### src/rtl/bram_port_arbiter_pkg.sv
// Shared constants for the BRAM port arbiter: port identifiers and default BRAM geometry.
package bram_port_arbiter_pkg;

  localparam logic PORT_A = 1'b0;
  localparam logic PORT_B = 1'b1;

  localparam int DEF_DATA_WIDTH = 32;
  localparam int DEF_ADDR_WIDTH = 10;
  localparam int DEF_CNT_WIDTH  = 16;

endpackage

### src/rtl/bram_port_arbiter.sv
// Round-robin (optional B priority) arbiter sharing one single-port BRAM; grant is same-cycle, ack/rdata one cycle later.
// Backpressure: the losing port sees gnt=0 and must hold its request until granted.
module bram_port_arbiter
  import bram_port_arbiter_pkg::*;
#(
  parameter int DATA_WIDTH = DEF_DATA_WIDTH,
  parameter int ADDR_WIDTH = DEF_ADDR_WIDTH,
  parameter int CNT_WIDTH  = DEF_CNT_WIDTH
) (
  input  logic                  clk,
  input  logic                  rstn,

  input  logic                  a_req,
  input  logic                  a_we,
  input  logic [ADDR_WIDTH-1:0] a_addr,
  input  logic [DATA_WIDTH-1:0] a_wdata,
  output logic                  a_gnt,
  output logic                  a_ack,
  output logic [DATA_WIDTH-1:0] a_rdata,

  input  logic                  b_req,
  input  logic                  b_we,
  input  logic [ADDR_WIDTH-1:0] b_addr,
  input  logic [DATA_WIDTH-1:0] b_wdata,
  output logic                  b_gnt,
  output logic                  b_ack,
  output logic [DATA_WIDTH-1:0] b_rdata,
  input  logic                  b_prio,

  output logic [ADDR_WIDTH-1:0] mem_addr,
  output logic                  mem_we,
  output logic [DATA_WIDTH-1:0] mem_din,
  input  logic [DATA_WIDTH-1:0] mem_dout,

  output logic [CNT_WIDTH-1:0]  conflict_cnt
);

  logic last_grant;
  logic ack_a;
  logic ack_b;
  logic rd_flag;
  logic win_b;
  logic conflict;

  assign conflict = a_req && b_req;

  // On a tie B wins under priority, or when A was the last port served.
  assign win_b = b_req && (!a_req || b_prio || (last_grant == PORT_A));

  // Grants are gated by reset so nothing reaches the BRAM while held in reset.
  always_comb begin
    a_gnt    = 1'b0;
    b_gnt    = 1'b0;
    mem_we   = 1'b0;
    mem_addr = a_addr;
    mem_din  = a_wdata;
    if (rstn) begin
      if (win_b) begin
        b_gnt    = 1'b1;
        mem_we   = b_we;
        mem_addr = b_addr;
        mem_din  = b_wdata;
      end else if (a_req) begin
        a_gnt    = 1'b1;
        mem_we   = a_we;
      end
    end
  end

  always_ff @(posedge clk or negedge rstn) begin
    if (!rstn) begin
      last_grant   <= PORT_B;
      ack_a        <= 1'b0;
      ack_b        <= 1'b0;
      rd_flag      <= 1'b0;
      conflict_cnt <= '0;
    end else begin
      ack_a   <= a_gnt;
      ack_b   <= b_gnt;
      rd_flag <= (a_gnt || b_gnt) && !mem_we;
      if (a_gnt) begin
        last_grant <= PORT_A;
      end else if (b_gnt) begin
        last_grant <= PORT_B;
      end
      if (conflict && (conflict_cnt != {CNT_WIDTH{1'b1}})) begin
        conflict_cnt <= conflict_cnt + {{(CNT_WIDTH-1){1'b0}}, 1'b1};
      end
    end
  end

  assign a_ack   = ack_a;
  assign b_ack   = ack_b;
  assign a_rdata = (ack_a && rd_flag) ? mem_dout : '0;
  assign b_rdata = (ack_b && rd_flag) ? mem_dout : '0;

endmodule
### config.mk
export PLATFORM = sky130hd
export DESIGN_NAME = bram_port_arbiter
export DESIGN_NICKNAME = d
export VERILOG_FILES = /design/src/rtl/bram_port_arbiter_pkg.sv /design/src/rtl/bram_port_arbiter.sv
export SDC_FILE = /design/constraint.sdc
export NUM_CORES = 1
export LEC_CHECK = 0
export CAP_MARGIN = 20
export CORE_AREA = 4 4 95 97
export DETAILED_ROUTE_END_ITERATION = 10
export DIE_AREA = 0 0 99 101
export HOLD_SLACK_MARGIN = 0.15
export PLACE_DENSITY_LB_ADDON = 0.2
export SLEW_MARGIN = 20
export SYNTH_ARGS = -nofsm -noshare
export SYNTH_HDL_FRONTEND = slang
export SYNTH_SLANG_ARGS = --single-unit
### constraint.sdc
create_clock -name clk -period 2.38 [get_ports clk]
set_clock_uncertainty 0.1 [all_clocks]
set_input_delay 0.357 -clock clk [delete_from_list [all_inputs] [get_ports clk]]
set_output_delay 0.357 -clock clk [all_outputs]
set_load 0.01 [all_outputs]
Word level (Yosys, flattened, before mapping)
Index checks and enable logic that the tools add are counted.
{"block": "word_totals", "inputBits": 123, "out_inout_bits": 127, "wordCells": 36, "regBits": 20}
{"block": "op_classes", "n_reduce_logical": 12, "eq_ne": 1, "muxes": 16, "addsub": 1, "bitwise_logic": 1}
{"operator": "32-bit 2-to-1 mux", "n": 4}
{"operator": "10-bit 2-to-1 mux", "n": 2}
{"operator": "16-bit by 1-bit adder with 16-bit output, second input constant", "n": 1}
{"operator": "16-bit != test, second input constant", "n": 1}
{"operator": "1-bit 2-to-1 mux", "n": 10}
{"operator": "1-bit logical AND", "n": 6}
{"operator": "1-bit logical OR", "n": 3}
{"operator": "1-bit zero test", "n": 2}
{"operator": "2-bit nonzero test", "n": 1}
{"operator": "1-bit inverter", "n": 1}

Longest topological paths before layout
Gate-level depths: netlist of the first run.
{"block": "logic_depth", "ltp_word": 8, "mapped_depth": 6, "ltp_nobuf": 5}

Least setup slack after synthesis of the first run
No wires, ideal clock.
{"block": "synth_timing", "path_type": "register to output", "from": "reg last_grant", "to": "out mem_addr[2]", "n_path_buf": 2, "arrival_ns": 1.387, "t_required_ns": 1.923, "stages_incl_launch_ff": 6, "setup_slack_ns": 0.536, "path_cell_list": "dfstp_2 nand2b_1 o211a_1 buf_2 buf_6 mux2_2"}
{"block": "synth_between", "elab_chain_cells": 5}
{"element": "start: declaration", "line_no": "bram_port_arbiter.sv:38", "source": "logic last_grant;"}
{"element": "start signal: assignment", "line_no": "bram_port_arbiter.sv:72", "source": "last_grant <= PORT_B;"}
{"element": "start signal: assignment", "line_no": "bram_port_arbiter.sv:82", "source": "last_grant <= PORT_A;"}
{"element": "start signal: assignment", "line_no": "bram_port_arbiter.sv:84", "source": "last_grant <= PORT_B;"}
{"element": "1-bit inverter", "line_no": "bram_port_arbiter.sv:48", "source": "assign win_b = b_req && (!a_req || b_prio || (last_grant == PORT_A));"}
{"element": "1-bit logical OR", "line_no": "bram_port_arbiter.sv:48"}
{"element": "1-bit logical AND", "line_no": "bram_port_arbiter.sv:48"}
{"element": "10-bit 2-to-1 mux", "line_no": "bram_port_arbiter.sv:58", "source": "if (win_b) begin"}
{"element": "10-bit 2-to-1 mux", "line_no": "bram_port_arbiter.sv:57", "source": "if (rstn) begin"}
{"element": "end: declaration", "line_no": "bram_port_arbiter.sv:30", "source": "output logic [ADDR_WIDTH-1:0] mem_addr,"}
No other way between the ends.

Worst setup path after layout of the first run
{"block": "layout_timing", "from": "in b_prio", "to": "out mem_addr[2]"}
{"block": "layout_between", "elab_chain_cells": 5}
{"element": "start: declaration", "line_no": "bram_port_arbiter.sv:28", "source": "input logic b_prio,"}
{"element": "1-bit logical OR (2 in series)", "line_no": "bram_port_arbiter.sv:48"}
{"element": "1-bit logical AND", "line_no": "bram_port_arbiter.sv:48"}
{"element": "10-bit 2-to-1 mux", "line_no": "bram_port_arbiter.sv:58"}
{"element": "10-bit 2-to-1 mux", "line_no": "bram_port_arbiter.sv:57"}
No other way between the ends.

==> results of run 1 <==
==> sequential cells by signal, summed over array words and instances, names as in the netlist <==
name and cells:
conflict_cnt 16, a_ack 1, b_ack 1, last_grant 1, rd_flag 1
==> layout by cell type, fill, tap and decap left out, drive strengths merged, types with 3 or more instances in the layout <==
| cell type | instances |
|---|---|
| mux2 | 43 |
| and3 | 65 |
| nand4 | 5 |
| a21oi | 5 |
| nand3 | 9 |
| buf | 51 |
| clkdlybuf4s50 | 205 |
| xor2 | 5 |
| nor2 | 8 |
| clkbuf | 14 |
| dfrtp | 19 |
| nor4 | 3 |
| nand2 | 7 |
| xnor2 | 6 |
==> per-stage QoR <==
step | std cells | hold slack (ps) | cell area [um2] | total power [W]
6_report | 573 | 434 | 4600 | 0.00167
4_1_cts | 576 | 445 | 4720 | 0.00171
2_1_floorplan | 214 | -38.6 | 1970 | 0.000797
5_1_grt | 573 | 447 | 4600 | 0.00177
3_3_place_gp | 564 | 406 | 4650 | 0.00135
3_5_place_dp | 564 | 415 | 4650 | 0.00137
==> critical path: stages <==
cell	delay (ps)
clkdlybuf4s50_1	470
nand2b_4	130
o211a_4	220
buf_4	130
buf_4	120
mux2_2	320
buf_2	160
==> logic make-up after synthesis <==
logic type / after synthesis
and+or+nand+nor: 105
muxes: 43
buffers and inverters: 20
DFF: 20
AOI/OAI and AO/OA: 14
xor gates and xnor gates: 11
adders and majority gates: 1
==> layer usage <==
metal	vias up	global-route usage	routed length, um	share of wire
li1	1310	-	-	-
met1	1251	0.224	3940	0.38
met2	136	0.336	5310	0.51
met3	16	0.0581	876	0.084
met4	2	0.0567	248	0.024
met5	-	0	20	0.0019
==> final cells by class <==
class	count	area [um2]	area share
flip-flops and latches	20	502	0.109
clock inverters	1	30.0	0.00652
well taps	105	131	0.0285
multi-input cells	174	1390	0.303
clock buffers	3	41.3	0.00897
repair buffers	268	2500	0.543
inverters	2	7.51	0.00163
==> report_power, final <==
part | internal (W) | total (W) | switching, W
logic | 0.000515 | 0.000829 | 0.000314
clock network | 0.000224 | 0.000342 | 0.000117
registers | 0.000399 | 0.000495 | 0.0000961
==> worst max path at each step <==
| stage | endpoint | depth (start not counted) |
|---|---|---|
| global placement | mem_addr[0] | 6 |
| CTS | mem_addr[0] | 6 |
| finish | mem_addr[2] | 7 |
| detailed placement | mem_addr[0] | 6 |
| floorplan | mem_addr[2] | 5 |
| global route | mem_addr[2] | 7 |
==> what timing repair did <==
item                                   in CTS  in global routing
gates cloned                                2                  0
pin swaps                                   1                  1
setup endpoints to repair                  45                 43
endpoints found under the hold margin       0                  0
setup buffers                               6                  0
gates resized for setup                   164                 14
==> results by group, run 1 <==
Setup path
  • CP Launch Point: b_prio
  • R2r worst-path depth: 5
  • Critical path startpoint category: primary input
  • Worst setup EP type: primary output
  • Data required, critical path: 1920 ps
  • Crit-path max FO: 5
  • Reg-to-Reg End: conflict_cnt[1]
  • FF-to-FF Start: conflict_cnt[0]
  • CP Class: primary input to primary output
  • CP arrival: 1920 ps
  • R2r setup slk: 480 ps

Logic synthesis
  • Post-synthesis mux area share: 0.247
  • Register area share after synthesis: 0.254
  • Top-count cell post-synth: and3_1
  • Mean Syn Cell Area: 9.21 um2
  • Synth Area in Simple Gates: 0.341
  • Synthesis Warnings: 0
  • Synthesized net count: 338
  • Async SR Flop Fraction: 1.00
  • Netlist cell types: 38
  • Register bit total from synthesis: 20
  • EDFF count, synth: 0
  • Largest family of logic cells by synthesized area: simple AND/OR/NAND/NOR gates
  • Mapped Area: 0.00197 mm2
  • Synth cell count leaders: and3_1 (65), mux2_2 (42), dfrtp_1 (19)
  • Xor/xnor share of the synthesized area: 0.0489
  • Synth area leaders: dfrtp_1 (24%), mux2_2 (24%), and3_1 (21%), xnor2_1 (2.7%), clkbuf_1 (2.5%)
  • Syn Inst Count: 214
  • Post-synth top area share: 0.241
  • Yosys top cell by area: dfrtp_1
  • Post-Synth Adder-Cell Area: 0.00635
  • Compound-gate portion of the synthesized area: 0.0476
  • Post-synth top flop: dfrtp_1

Detailed routing
  • DRT Pass-1 Iters: 4
  • DRT Wirelength: 10400 um
  • Routed via count: 2715
  • DR DRC count: 0
  • Detailed Route Iter0 Violations: 74
  • Wirelength per Cell: 18.1 um
  • Post-route ant nets: 0
  • Via/cell ratio: 4.74

Timing
  • Worst Tran Pin Value: 389 ps
  • PnR worst setup slack: 7.70 ps
  • Shortest period the worst path allows: 2370 ps
  • Final TNS setup: 0 ps
  • Fin. Hold Viols: 0
  • Slew Limit Fails: 0
  • Period utilization: 0.997
  • Unrepaired setup endpoints after global routing: yes
  • Fmax: 422 MHz
  • Slew headroom: 0.738
  • Final setup vio count: 0

Finish
  • N_diodes: 0
  • Nets: 593
  • Share of cells above drive strength 1: 0.259
  • Layout area overhead: 134%
  • Fill count: 747
  • Core Util, Final: 0.566

Placement
  • Gpl congestion: 0.840
  • Detail Placement HPWL: 8640 um
  • Placement Setup Slack: -373 ps
  • Port bufs: 249

Clock network
  • CTS Buf Count: 3
  • Clock transition at the registers of the reported paths: 80 ps
  • Clk root buf: clkbuf_8
  • Hold_buf cts: 0
  • CTS H-tree lvls: 1
  • Clock sinks: 20
  • Worst-skew pair later-pin latency: 260 ps
  • CTS tree: done
  • Clock Path Buffers: 2

Status
  • Outcome: completed

Floorplanning
  • Row count: 33
  • Io pins: 250
  • Die area: 0.0100 mm2
  • Die X: 99 um
  • Initial Util: 0.242
  • CORE AREA: 0.00813 mm2
  • Die Ht: 101 um

Worst hold path
  • Hold Crit Class: flip-flop to flip-flop
  • Hold Startpoint: last_grant
  • Hold Crit Depth: 1
  • WHS Endpoint: last_grant

Global routing
  • Gr ovfl total: 0
  • Vias in the first global route: 2744
  • Wire length of the first global-routing pass: 15100 um
  • Initial antenna violation count: 1
  • Pin count of the biggest net entering global routing: 65
  • GRT Util Overall: 0.191

Pwr
  • Worst VDD drop: 0.392 mV
  • Cell Pwr Density: 362 mW/mm2
  • Cell leakage power: 2.10 nW

Run
  • Maxcap violations: 0
Power figures use the tool's default switching activity.
==> run 2, diff against run 1 <==
--- a/config.mk
+++ b/config.mk
@@ -10,6 +10,7 @@
 export DETAILED_ROUTE_END_ITERATION = 10
 export DIE_AREA = 0 0 99 101
 export HOLD_SLACK_MARGIN = 0.15
+export MAX_ROUTING_LAYER = met4
 export PLACE_DENSITY_LB_ADDON = 0.2
 export SLEW_MARGIN = 20
 export SYNTH_ARGS = -nofsm -noshare
==> run 2 against run 1 <==
Sequential share of layout area barely moved. Setup slack improved by 4.9 ps. Cell area barely moved. Sequential power barely moved. First-iteration DRC count fell by 28%. Largest power group unchanged. Cell count rose by 0.17%. Via count barely moved. Fmax rose by 0.21%. Largest cell class unchanged. Wire length barely moved. Utilization barely moved.
==> results by group, run 2 (synthesized netlist as in run 1, its figures left out) <==
Setup path
  • Crit-path max FO: 5 (unchanged)
  • FF-to-FF Start: conflict_cnt[0] (unchanged)
  • Top delay family on crit path: buffers and inverters (unchanged)
  • CP max-delay cell: clkdlybuf4s50_1 (unchanged)
  • R2r setup slk: 490 ps (was 480 ps)
  • Number of buffers and inverters on the critical path: 4 (unchanged)
  • CP arrival: 1910 ps (was 1920 ps)
  • Critical path startpoint category: primary input (unchanged)
  • CP peak stage delay: 470 ps (about the same)
  • R2r worst-path depth: 5 (unchanged)
  • Reg-to-Reg End: conflict_cnt[1] (unchanged)
  • Worst setup EP type: primary output (unchanged)
  • CP most frequent cell: buf_4 (unchanged)
  • CP Class: primary input to primary output (unchanged)
  • Data required, critical path: 1920 ps (about the same)
  • Crit-path cells: clkdlybuf4s50_1 -> nand2b_4 -> o211a_4 -> buf_4 -> buf_4 -> mux2_2 -> buf_2 (unchanged)

Worst hold path
  • Hold Startpoint: last_grant (unchanged)
  • Hold Crit Class: flip-flop to flip-flop (unchanged)
  • WHS Endpoint: last_grant (unchanged)
  • Hold Crit Depth: 1 (unchanged)

Timing
  • Slew Limit Fails: 0 (unchanged)
  • Fmax: 422 MHz (about the same)
  • Unrepaired setup endpoints after global routing: yes (unchanged)
  • Period utilization: 0.995 (was 0.997)
  • Slew headroom: 0.735 (was 0.738)
  • Final setup vio count: 0 (unchanged)
  • Final TNS setup: 0 ps (unchanged)
  • PnR worst setup slack: 12.6 ps (was 7.70 ps)
  • Worst Tran Pin Value: 394 ps (was 389 ps)
  • Fin. Hold Viols: 0 (unchanged)
  • Shortest period the worst path allows: 2370 ps (about the same)

Floorplanning
  • Io pins: 250 (unchanged)
  • CORE AREA: 0.00813 mm2 (unchanged)
  • Initial Util: 0.242 (unchanged)
  • Row count: 33 (unchanged)
  • Die Ht: 101 um (unchanged)
  • Die area: 0.0100 mm2 (unchanged)
  • Die X: 99 um (unchanged)

Detailed routing
  • M1 WL: 4000 um (was 3940 um)
  • DRT Pass-1 Iters: 4 (unchanged)
  • Met3 routed wirelength: 823 um (was 876 um)
  • Routed via count: 2716 (was 2715)
  • Routed wl met2: 5330 um (was 5310 um)
  • Detailed Route Iter0 Violations: 53 (was 74)
  • DRT Wirelength: 10400 um (about the same)
  • Via/cell ratio: 4.73 (was 4.74)
  • DR DRC count: 0 (unchanged)
  • Wirelength per Cell: 18.1 um (about the same)
  • Max Used Layer: met4 (was met5)
  • Post-route ant nets: 0 (unchanged)

Clock network
  • Clock sinks: 20 (unchanged)
  • Clock Path Buffers: 2 (unchanged)
  • CTS H-tree lvls: 1 (unchanged)
  • Worst-skew pair later-pin latency: 260 ps (about the same)
  • CTS tree: done (unchanged)
  • Hold_buf cts: 0 (unchanged)
  • Clock transition at the registers of the reported paths: 80 ps (about the same)
  • CTS Buf Count: 3 (unchanged)
  • Clk root buf: clkbuf_8 (unchanged)

Finish
  • Share of cells above drive strength 1: 0.259 (unchanged)
  • Leading cell type in the layout, fill and taps excluded: clkdlybuf4s50_1 (unchanged)
  • Nets: 593 (unchanged)
  • Multi-input gate area: 0.00139 mm2 (unchanged)
  • Most frequent cells in the layout: clkdlybuf4s50_1 (205), and3_1 (65), mux2_2 (39), buf_2 (27), dfrtp_1 (19) (unchanged)
  • Largest register by flop count: conflict_cnt (unchanged)
  • Fill count: 747 (unchanged)
  • FF/Latch Area: 502 um2 (unchanged)
  • Layout area overhead: 134% (about the same)
  • Max FFs per register: 16 (unchanged)

Placement
  • Detail Placement HPWL: 8640 um (unchanged)
  • Port bufs: 249 (unchanged)
  • Gpl congestion: 0.853 (was 0.840)
  • Placement Setup Slack: -373 ps (unchanged)

Pwr
  • Cell Pwr Density: 362 mW/mm2 (about the same)
  • Cell leakage power: 2.10 nW (about the same)
  • Worst VDD drop: 0.391 mV (was 0.392 mV)

Status
  • Outcome: completed (unchanged)

Run
  • Maxcap violations: 0 (unchanged)

Global routing
  • Wire length of the first global-routing pass: 15100 um (about the same)
  • GRT Util Overall: 0.196 (was 0.191)
  • Pin count of the biggest net entering global routing: 65 (unchanged)
  • Initial antenna violation count: 1 (unchanged)
  • Gr ovfl total: 0 (unchanged)
  • Vias in the first global route: 2752 (was 2744)
## run 2: repair_timing
| action | 4_1_cts | 5_1_grt |
|---|---|---|
| endpoints found under the setup margin | 45 | 43 |
| setup buffers | 6 | 0 |
| pin swaps | 1 | 1 |
| gates cloned | 2 | 0 |
| resized for setup | 164 | 14 |
## run 2: metal layers
metal	vias up	global-route usage
li1	1310	-
met1	1256	0.226
met2	136	0.338
met3	14	0.0505
met4	0	0.0567
met5	-	-
## run 2: area by class of cell
cell class	instances	share of cell area
Timing Repair Buffer	268	0.542
Multi-Input combinational cell	174	0.303
Sequential cell	20	0.109
Tap cell	105	0.0285
Clock buffer	3	0.00896
Clock inverter	1	0.00652
Inverter	2	0.00163
Antenna cell	1	0.000543
## run 2: worst max-delay path by stage
stage	from	end	slack, ps	cells after the start
detailed placement	b_prio	mem_addr[0]	-370	6
global route	b_prio	mem_addr[2]	-30	7
floorplan	last_grant	mem_addr[2]	540	5
CTS	b_prio	mem_addr[0]	-10	6
global placement	b_prio	mem_addr[0]	-380	6
finish	b_prio	mem_addr[2]	10	7
## run 2: through the flow
step / power, W / util / hold slack (ps) / instances / cell area [um2]
4_1_cts: 0.00171 / 0.580 / 445 / 576 / 4720
6_report: 0.00167 / 0.566 / 434 / 574 / 4610
2_1_floorplan: 0.000797 / - / -38.6 / 214 / 1970
3_5_place_dp: 0.00137 / 0.572 / 415 / 564 / 4650
5_1_grt: 0.00177 / 0.566 / 448 / 574 / 4610
3_3_place_gp: 0.00135 / 0.572 / 406 / 564 / 4650
## run 2: power by group
group	switching (W)	internal (W)
combinational	0.000315	0.000515
clock	0.000118	0.000224
sequential	0.0000966	0.000399
